`config.mk`:
```
export PLATFORM = sky130hd
export DESIGN_NAME = alu_share_sequencer
export DESIGN_NICKNAME = d
export VERILOG_FILES = /design/src/rtl/alu_ctrl_pkg.sv /design/src/rtl/rr_arbiter2.sv /design/src/rtl/alu_share_sequencer.sv
export SDC_FILE = /design/constraint.sdc
export NUM_CORES = 1
export LEC_CHECK = 0
export ABC_CLOCK_PERIOD_IN_PS = 3450
export BUFFER_PORTS_ARGS = -buffer_cell sky130_fd_sc_hd__buf_2
export CAP_MARGIN = 20
export CORE_AREA = 5 5 134 136
export CTS_CLUSTER_SIZE = 8
export DETAILED_ROUTE_END_ITERATION = 12
export DIE_AREA = 0 0 139 141
export PLACE_DENSITY = 0.68
export RECOVER_POWER = 100
export SLEW_MARGIN = 20
export SYNTH_ARGS = -nofsm -noshare
export SYNTH_HDL_FRONTEND = slang
export SYNTH_SLANG_ARGS = --single-unit
```
`constraint.sdc`:
```
create_clock -name clk -period 3.45 [get_ports clk]
set_input_delay 0.345 -clock clk [delete_from_list [all_inputs] [get_ports clk]]
set_output_delay 0.345 -clock clk [all_outputs]
set_load 0.03 [all_outputs]
```
`src/rtl/alu_ctrl_pkg.sv`:
```
// ALU control codes, sequencer state encoding and op classification helper
// shared by the ALU share sequencer and its testbench.
// No ports; pure declarations.
package alu_ctrl_pkg;

    localparam logic [3:0] ALU_ADD   = 4'b0000;
    localparam logic [3:0] ALU_NEG   = 4'b0001;
    localparam logic [3:0] ALU_AND   = 4'b0010;
    localparam logic [3:0] ALU_XOR   = 4'b0011;
    localparam logic [3:0] ALU_SHLL  = 4'b0100;
    localparam logic [3:0] ALU_SHRL  = 4'b0101;
    localparam logic [3:0] ALU_SHRA  = 4'b0110;
    localparam logic [3:0] ALU_BYPA  = 4'b0111;
    localparam logic [3:0] ALU_BYPB  = 4'b1000;
    localparam logic [3:0] ALU_ADDI  = 4'b1001;
    localparam logic [3:0] ALU_MULT  = 4'b1010;
    localparam logic [3:0] ALU_MULTU = 4'b1011;

    typedef enum logic [1:0] {
        IDLE = 2'd0,
        EXEC = 2'd1,
        MUL  = 2'd2,
        DONE = 2'd3
    } seq_state_t;

    // Multiplies need the ALU inputs held for several cycles.
    function automatic logic is_mul(input logic [3:0] ctrl);
        return (ctrl == ALU_MULT) || (ctrl == ALU_MULTU);
    endfunction

endpackage

```
`src/rtl/rr_arbiter2.sv`:
```
// Two-way round-robin arbiter; combinational, zero latency.
// Ports: req[1:0] requests, last_grant = port granted last time, gnt[1:0] one-hot or zero.
// On contention the port that did not win last time is granted.
module rr_arbiter2 (
    input  logic [1:0] req,
    input  logic       last_grant,
    output logic [1:0] gnt
);

    always_comb begin
        gnt = 2'b00;
        case (req)
            2'b01:   gnt = 2'b01;
            2'b10:   gnt = 2'b10;
            2'b11:   gnt = last_grant ? 2'b01 : 2'b10;
            default: gnt = 2'b00;
        endcase
    end

endmodule

```
`src/rtl/alu_share_sequencer.sv`:
```
// Shares one combinational ALU between two requesters with round-robin arbitration.
// Latency: result valid 2 edges after accept (1+MUL_LATENCY for mult/multu).
// Backpressure: one op in flight; result held until resp_ready, no accept while busy.
// Ports: req0_*/req1_* valid/ready request ports (op1, op2, ctrl);
//        alu_inp1/alu_inp2/alu_control drive the ALU, alu_out/alu_high/alu_flags return from it;
//        resp_* valid/ready result port tagged with resp_id; busy when not IDLE.
module alu_share_sequencer #(
    parameter int WIDTH       = 32,
    parameter int MUL_LATENCY = 4
) (
    input  logic             clk,
    input  logic             rst,
    input  logic             req0_valid,
    output logic             req0_ready,
    input  logic [WIDTH-1:0] req0_op1,
    input  logic [WIDTH-1:0] req0_op2,
    input  logic [3:0]       req0_ctrl,
    input  logic             req1_valid,
    output logic             req1_ready,
    input  logic [WIDTH-1:0] req1_op1,
    input  logic [WIDTH-1:0] req1_op2,
    input  logic [3:0]       req1_ctrl,
    output logic [WIDTH-1:0] alu_inp1,
    output logic [WIDTH-1:0] alu_inp2,
    output logic [3:0]       alu_control,
    input  logic [WIDTH-1:0] alu_out,
    input  logic [WIDTH-1:0] alu_high,
    input  logic [3:0]       alu_flags,
    output logic             resp_valid,
    input  logic             resp_ready,
    output logic             resp_id,
    output logic [WIDTH-1:0] resp_out,
    output logic [WIDTH-1:0] resp_high,
    output logic [3:0]       resp_flags,
    output logic             busy
);

    import alu_ctrl_pkg::*;

    localparam logic [3:0] CNT_LOAD = 4'(MUL_LATENCY - 1);

    seq_state_t state, state_nxt;
    logic [1:0] gnt;
    logic       last_grant;
    logic       cur_id;
    logic [3:0] mul_cnt;
    logic       accept;
    logic       capture;

    logic [WIDTH-1:0] sel_op1, sel_op2;
    logic [3:0]       sel_ctrl;

    rr_arbiter2 u_arb (
        .req        ({req1_valid, req0_valid}),
        .last_grant (last_grant),
        .gnt        (gnt)
    );

    assign sel_op1  = gnt[1] ? req1_op1  : req0_op1;
    assign sel_op2  = gnt[1] ? req1_op2  : req0_op2;
    assign sel_ctrl = gnt[1] ? req1_ctrl : req0_ctrl;

    always_ff @(posedge clk) begin
        if (rst) begin
            state <= IDLE;
        end else begin
            state <= state_nxt;
        end
    end

    always_comb begin
        state_nxt  = state;
        req0_ready = 1'b0;
        req1_ready = 1'b0;
        accept     = 1'b0;
        capture    = 1'b0;
        case (state)
            IDLE: begin
                req0_ready = gnt[0];
                req1_ready = gnt[1];
                // A grant only goes to a valid port, so any grant is a handshake.
                if (gnt != 2'b00) begin
                    accept    = 1'b1;
                    state_nxt = is_mul(sel_ctrl) ? MUL : EXEC;
                end
            end
            EXEC: begin
                capture   = 1'b1;
                state_nxt = DONE;
            end
            MUL: begin
                if (mul_cnt == 4'd0) begin
                    capture   = 1'b1;
                    state_nxt = DONE;
                end
            end
            DONE: begin
                if (resp_ready) begin
                    state_nxt = IDLE;
                end
            end
            default: state_nxt = IDLE;
        endcase
    end

    always_ff @(posedge clk) begin
        if (rst) begin
            alu_inp1    <= '0;
            alu_inp2    <= '0;
            alu_control <= ALU_ADD;
            cur_id      <= 1'b0;
            last_grant  <= 1'b1;
            mul_cnt     <= 4'd0;
            resp_id     <= 1'b0;
            resp_out    <= '0;
            resp_high   <= '0;
            resp_flags  <= 4'd0;
        end else begin
            if (accept) begin
                alu_inp1    <= sel_op1;
                alu_inp2    <= sel_op2;
                alu_control <= sel_ctrl;
                cur_id      <= gnt[1];
                last_grant  <= gnt[1];
                mul_cnt     <= CNT_LOAD;
            end else if ((state == MUL) && (mul_cnt != 4'd0)) begin
                mul_cnt <= mul_cnt - 4'd1;
            end
            if (capture) begin
                resp_id    <= cur_id;
                resp_out   <= alu_out;
                resp_flags <= alu_flags;
                // HI is only meaningful for multiplies; other ops leave it alone.
                if (state == MUL) begin
                    resp_high <= alu_high;
                end
            end
        end
    end

    assign resp_valid = (state == DONE);
    assign busy       = (state != IDLE);

endmodule
```
# Yosys cells after proc, flatten, opt, wreduce, memory -nomap -nowiden
# Cells that the tools add are included.
# totals
ff_bits,145
mem_bits_ro,0
in_bits,209
word_cells,53
output_inout_bits,141
mem_bits_rw,0
latch_bits,0
memories,0
# op_classes
bitwise,0
n_reduce_logical,11
eq_ne,11
mul,0
n_mux,18
div,0
n_addsub,1
order_cmp,0
shift,0
# op_table
cell,count
$mux 32,2
$mux 2,7
$eq 2x2->1 const B,4
$eq 4x4->1 const B,2
$pmux 2 s4,1
$pmux 2 s3,1
$reduce_bool 2->1,3
$mux 1,5
$eq 2x1->1 const B,2
$logic_not 4->1,1
$mux 4,1
$ne 2x2->1 const B,2
$reduce_bool 4->1,1
$sub 4x1->4 const B,1
$reduce_and 3->1,1
$logic_not 2->1,1
$ne 2x1->1 const B,1
$pmux 1 s2,1
$reduce_and 2->1,1
$reduce_or 2->1,1
$logic_and 1x1->1,1
$logic_or 1x1->1,1

# Depth between registers and ports, before layout
# logic_depth
word_depth,8
depth_mapped,8
mapped_depth_nobuf,6

# By module
# Synthesis repeated with hierarchy kept, for this count alone.
# hier_totals
cells_unflattened,661
area_unflattened_um2,5796.8
# by_module_without_submodules
mod,area_per_inst_um2,n_inst,cells_per_inst
alu_share_sequencer,5778.0,1,658
rr_arbiter2,18.8,1,3

# Worst setup path before layout
# Ideal clock, no wire load.
# synth_path
kind,reg2reg
start,reg state[0]
end,reg alu_inp2[13]
t_arrival_ns,1.696
slack_ns,1.617
n_path_buf,2
stages_incl_launch_ff,8
synth_period_minus_slack_ns,1.833
path_cell_list,dfxtp_1 inv_1 ha_1 inv_1 nor2_1 clkbuf_1 buf_1 a211oi_1
# synth_between
elab_chain_cells,2
# synth_rtl
element,line,text
from (decl),alu_share_sequencer.sv:42,"seq_state_t state, state_nxt;"
from (signal assigned),alu_share_sequencer.sv:67,state <= state_nxt;
$logic_not 2->1,alu_share_sequencer.sv:77,case (state)
$mux 1,alu_share_sequencer.sv:77,
to (signal assigned),alu_share_sequencer.sv:121,alu_inp2 <= sel_op2;
to (decl),alu_share_sequencer.sv:24,"output logic [WIDTH-1:0] alu_inp2,"
# Every way passes these cells.
# A chain may end at the register's enable or synchronous reset.

# Final worst setup path
# layout_path
start,reg last_grant
end,out req1_ready
# layout_between
elab_chain_cells,3
# layout_rtl
element,line,text
from (decl),alu_share_sequencer.sv:44,logic last_grant;
from (signal assigned),alu_share_sequencer.sv:124,last_grant <= gnt[1];
$mux 2,rr_arbiter2.sv:15,2'b11: gnt = last_grant ? 2'b01 : 2'b10;
$pmux 2 s3,rr_arbiter2.sv:12,case (req)
$mux 1,alu_share_sequencer.sv:77,
to (decl),alu_share_sequencer.sv:19,"output logic req1_ready,"
# Every way passes these cells.

==> insert_results.sql <==
INSERT INTO impl_metrics (metric_group, metric, value, unit) VALUES
('setup_path', 'critical_path_arrival', '2.17', 'ns'),
('setup_path', 'crit_path_cell_trace', 'a21boi_4, clkbuf_2, nand2_1, inv_1, buf_2', ''),
('power_and_ir_drop', 'pwr-share-comb', '39.9', '%'),
('sta', 'timing_hold_violations_final', '0', ''),
('cts', 'clk_latency', '0.41', 'ns'),
('sta', 'maxClockFrequency', '0.398', 'GHz'),
('place', 'placed_cells', '1197', ''),
('setup_path', 'worst-setup-path-type', 'register to output pin', ''),
('sta', 'slew_viol_final', '0', ''),
('cts', 'numClockSinks', '145', ''),
('power_and_ir_drop', 'p_sw_share', '41.4', '%'),
('global_route', 'grt_use_total', '17.7', '%'),
('synth', 'yosys.area.top_type', 'dfxtp_1', ''),
('place', 'dp_hpwl', '14.1', 'mm'),
('sta', 'finalClockSkew', '0.00691', 'ns'),
('cts', 'cts_max_path_buffers', '2', ''),
('cells_and_area', 'layout-drive-gt1-share', '25.3', '%'),
('global_route', 'first_global_vias', '5370', ''),
('synth', 'synthDominantCellAreaShare', '50.0', '%'),
('setup_path', 'timing.critical_path.required', '3.11', 'ns'),
('global_route', 'grt_start_max_net_pins', '62', ''),
('sta', 'final.setup.tns', '0', 'ns'),
('sta', 'timing.hold.ws', '0.162', 'ns'),
('cts', 'cts_made_buffers', '17', ''),
('setup_path', 'worst_setup_path_start_kind', 'register', ''),
('synth', 'ys_seq_area_share', '50.0', '%'),
('routing', 'via_count', '5714', ''),
('cts', 'cts-hold-fix-buffers', '0', ''),
('floorplan', 'floorplan.initialDensity', '34.5', '%'),
('routing', 'avgRoutedWirePerCell', '14.8', 'µm'),
('synth', 'ys_seq_elements', '145', ''),
('routing', 'postRouteAntennaNets', '0', ''),
('global_route', 'grt_overflow_total', '0', ''),
('floorplan', 'design.core.area', '0.0168', 'mm²'),
('global_route', 'antenna_found_initial', '2', ''),
('floorplan', 'row_count', '48', ''),
('sta', 'fin_crit_sh', '72.8', '%'),
('routing', 'detailedRoute.firstIterationViolations', '257', ''),
('sta', 'rsz0062_at_grt', 'false', ''),
('power_and_ir_drop', 'p_sw', '3.11', 'mW'),
('routing', 'drt_pass1_iterations', '5', ''),
('sta', 'setup_violations', '0', ''),
('hold_path', 'holdCritPathClass', 'input pin to register', ''),
('cts', 'cts_setup_buffers', '0', ''),
('sta', 'worst_slack', '0.939', 'ns'),
('place', 'place.port_buffers', '349', ''),
('power_and_ir_drop', 'worst_ir_drop_vdd', '0.494', 'mV'),
('routing', 'finalWirelength', '18.2', 'mm'),
('power_and_ir_drop', 'internal_dissipation', '4.40', 'mW'),
('floorplan', 'fp.dieW', '139', 'µm'),
('synth', 'synth-warning-count', '0', ''),
('routing', 'drt_drc_violations_left', '0', ''),
('setup_path', 'critical-path-top-delay-family', 'buffers and inverters', ''),
('synth', 'synth_cells', '663', ''),
('place', 'dpl_worst_slack', '1.24', 'ns'),
('cells_and_area', 'syn2layout_area_growth', '42.2', '%'),
('synth', 'synth_nets', '877', ''),
('cells_and_area', 'num-nets-final', '1205', ''),
('power_and_ir_drop', 'clkPwrFrac', '28.1', '%'),
('setup_path', 'path_buf_inv', '3', ''),
('setup_path', 'critical_path_peak_fanout', '32', ''),
('power_and_ir_drop', 'power_per_cell_area', '909', 'mW/mm²'),
('routing', 'vias_per_cell', '4.64', ''),
('status', 'status', 'finished, final reports clean', ''),
('setup_path', 'critPathSlowestCell', 'clkbuf_2', ''),
('cts', 'htreeDepth', '4', ''),
('sta', 'finalCriticalPeriod', '2.51', 'ns'),
('cells_and_area', 'final_cell_count_no_fill', '1231', ''),
('global_route', 'grt_pass1_wl', '27.9', 'mm'),
('floorplan', 'pin_count', '350', ''),
('setup_path', 'worst_path_largest_cell_delay', '0.80', 'ns');
-- registers in the layout, indices dropped and copies added, names as in the netlist --
name / cells
state: 2
cur_id: 1
resp_id: 1
resp_out: 32
resp_flags: 4
alu_control: 4
last_grant: 1
resp_high: 32
alu_inp1: 32
mul_cnt: 4
alu_inp2: 32
-- cells by family after synthesis --
| family | share of synthesized area (%) |
|---|---|
| AO/OA/AOI/OAI | 16.6 |
| XOR/XNOR | 0.453 |
| adder cells (fa/ha/maj) | 1.08 |
| buffers and inverters | 4.40 |
| flip-flops | 50.0 |
| multiplexers | 11.9 |
| AND/OR/NAND/NOR | 15.5 |
-- cells in the final DEF, fill, tap and decap left out, types with 2 or more instances in the layout --
master,n
buf_2,208
dfxtp_1,145
clkbuf_1,144
nand2_1,142
a21oi_1,74
nor2_1,72
mux2i_1,68
a211oi_1,68
clkbuf_16,17
inv_1,9
bufinv_16,6
buf_4,6
ha_1,5
nor3_1,4
buf_12,3
diode_2,2
o21ai_0,2
nand3_1,2
xor2_1,2
clkbuf_8,2
clkinv_4,2
inv_6,2
-- per-layer routing --
layer	GRT usage, %	vias to the layer above	routed length (µm)
li1	-	2950	-
met1	19.7	2508	7170
met2	30.5	234	9070
met3	7.09	22	1700
met4	6.80	0	302
met5	0	-	0
-- worst paths after layout --
check	startpoint	endpoint	slack, ns	depth (start not counted)
hold reg to reg	resp_high[9]$_SDFFE_PP0P_	resp_high[9]$_SDFFE_PP0P_	0.45	2
hold / removal	alu_high[30]	resp_high[30]$_SDFFE_PP0P_	0.16	3
setup reg to reg	state[0]$_SDFFE_PP0P_	alu_inp2[12]$_SDFFE_PP0P_	1.09	7
setup / recovery	last_grant$_SDFFE_PP1P_	req1_ready	0.94	5
-- cell usage after synthesis --
cell type	n
nor2_1	73
or3b_4	1
o211ai_1	1
or2_2	1
o21ai_0	1
and4bb_2	1
a21oi_1	74
xor2_1	2
inv_1	9
o211a_1	1
a311oi_1	1
mux2i_1	68
buf_2	21
xnor2_1	1
nor3b_1	1
nand3_1	2
a211oi_1	68
a221o_1	1
buf_1	2
nor3_1	4
nand4b_1	1
o21a_1	1
o21ai_2	1
and4b_1	1
nand2b_1	1
nand2_1	142
clkbuf_1	29
a21boi_0	1
dfxtp_1	145
a222oi_1	1
ha_1	5
mux2_2	1
a41o_1	1
-- layout make-up --
class                   instances  area, µm²
clock buffers                  20        457
clock inverters                12        228
inverters                       9       33.8
fillers                      1697       8560
flip-flops and latches        145       2900
well taps                     225        282
multi-input cells             457       2660
diodes                          2       5.00
repair buffers                361       1690
-- stage by stage --
step | power [mW] | util [%] | area [µm²]
floorplan | 4.62 | - | 5800
global placement | 5.56 | 46.1 | 7760
detailed placement | 5.61 | 46.1 | 7760
CTS | 7.74 | 50.2 | 8440
global route | 7.96 | 49.1 | 8250
finish | 7.50 | 49.1 | 8250
-- power by group through the flow --
| stage | Combinational [mW] | Sequential [mW] | Clock (mW) |
|---|---|---|---|
| after global routing | 3.28 | 2.46 | 2.22 |
| final | 2.99 | 2.41 | 2.11 |
| after CTS | 3.19 | 2.40 | 2.16 |
| after floorplan | 1.33 | 3.29 | 0 |
| after global placement | 3.14 | 2.42 | 0 |
| after detailed placement | 3.19 | 2.42 | 0 |
-- worst min-delay path, delay by kind of cell --
family | cells | cell delay (ns)
simple gates | 1 | 0.04
compound gates | 1 | 0.05
buf+inv | 1 | 0.09
No activity file was read; power rests on OpenSTA's default activity.
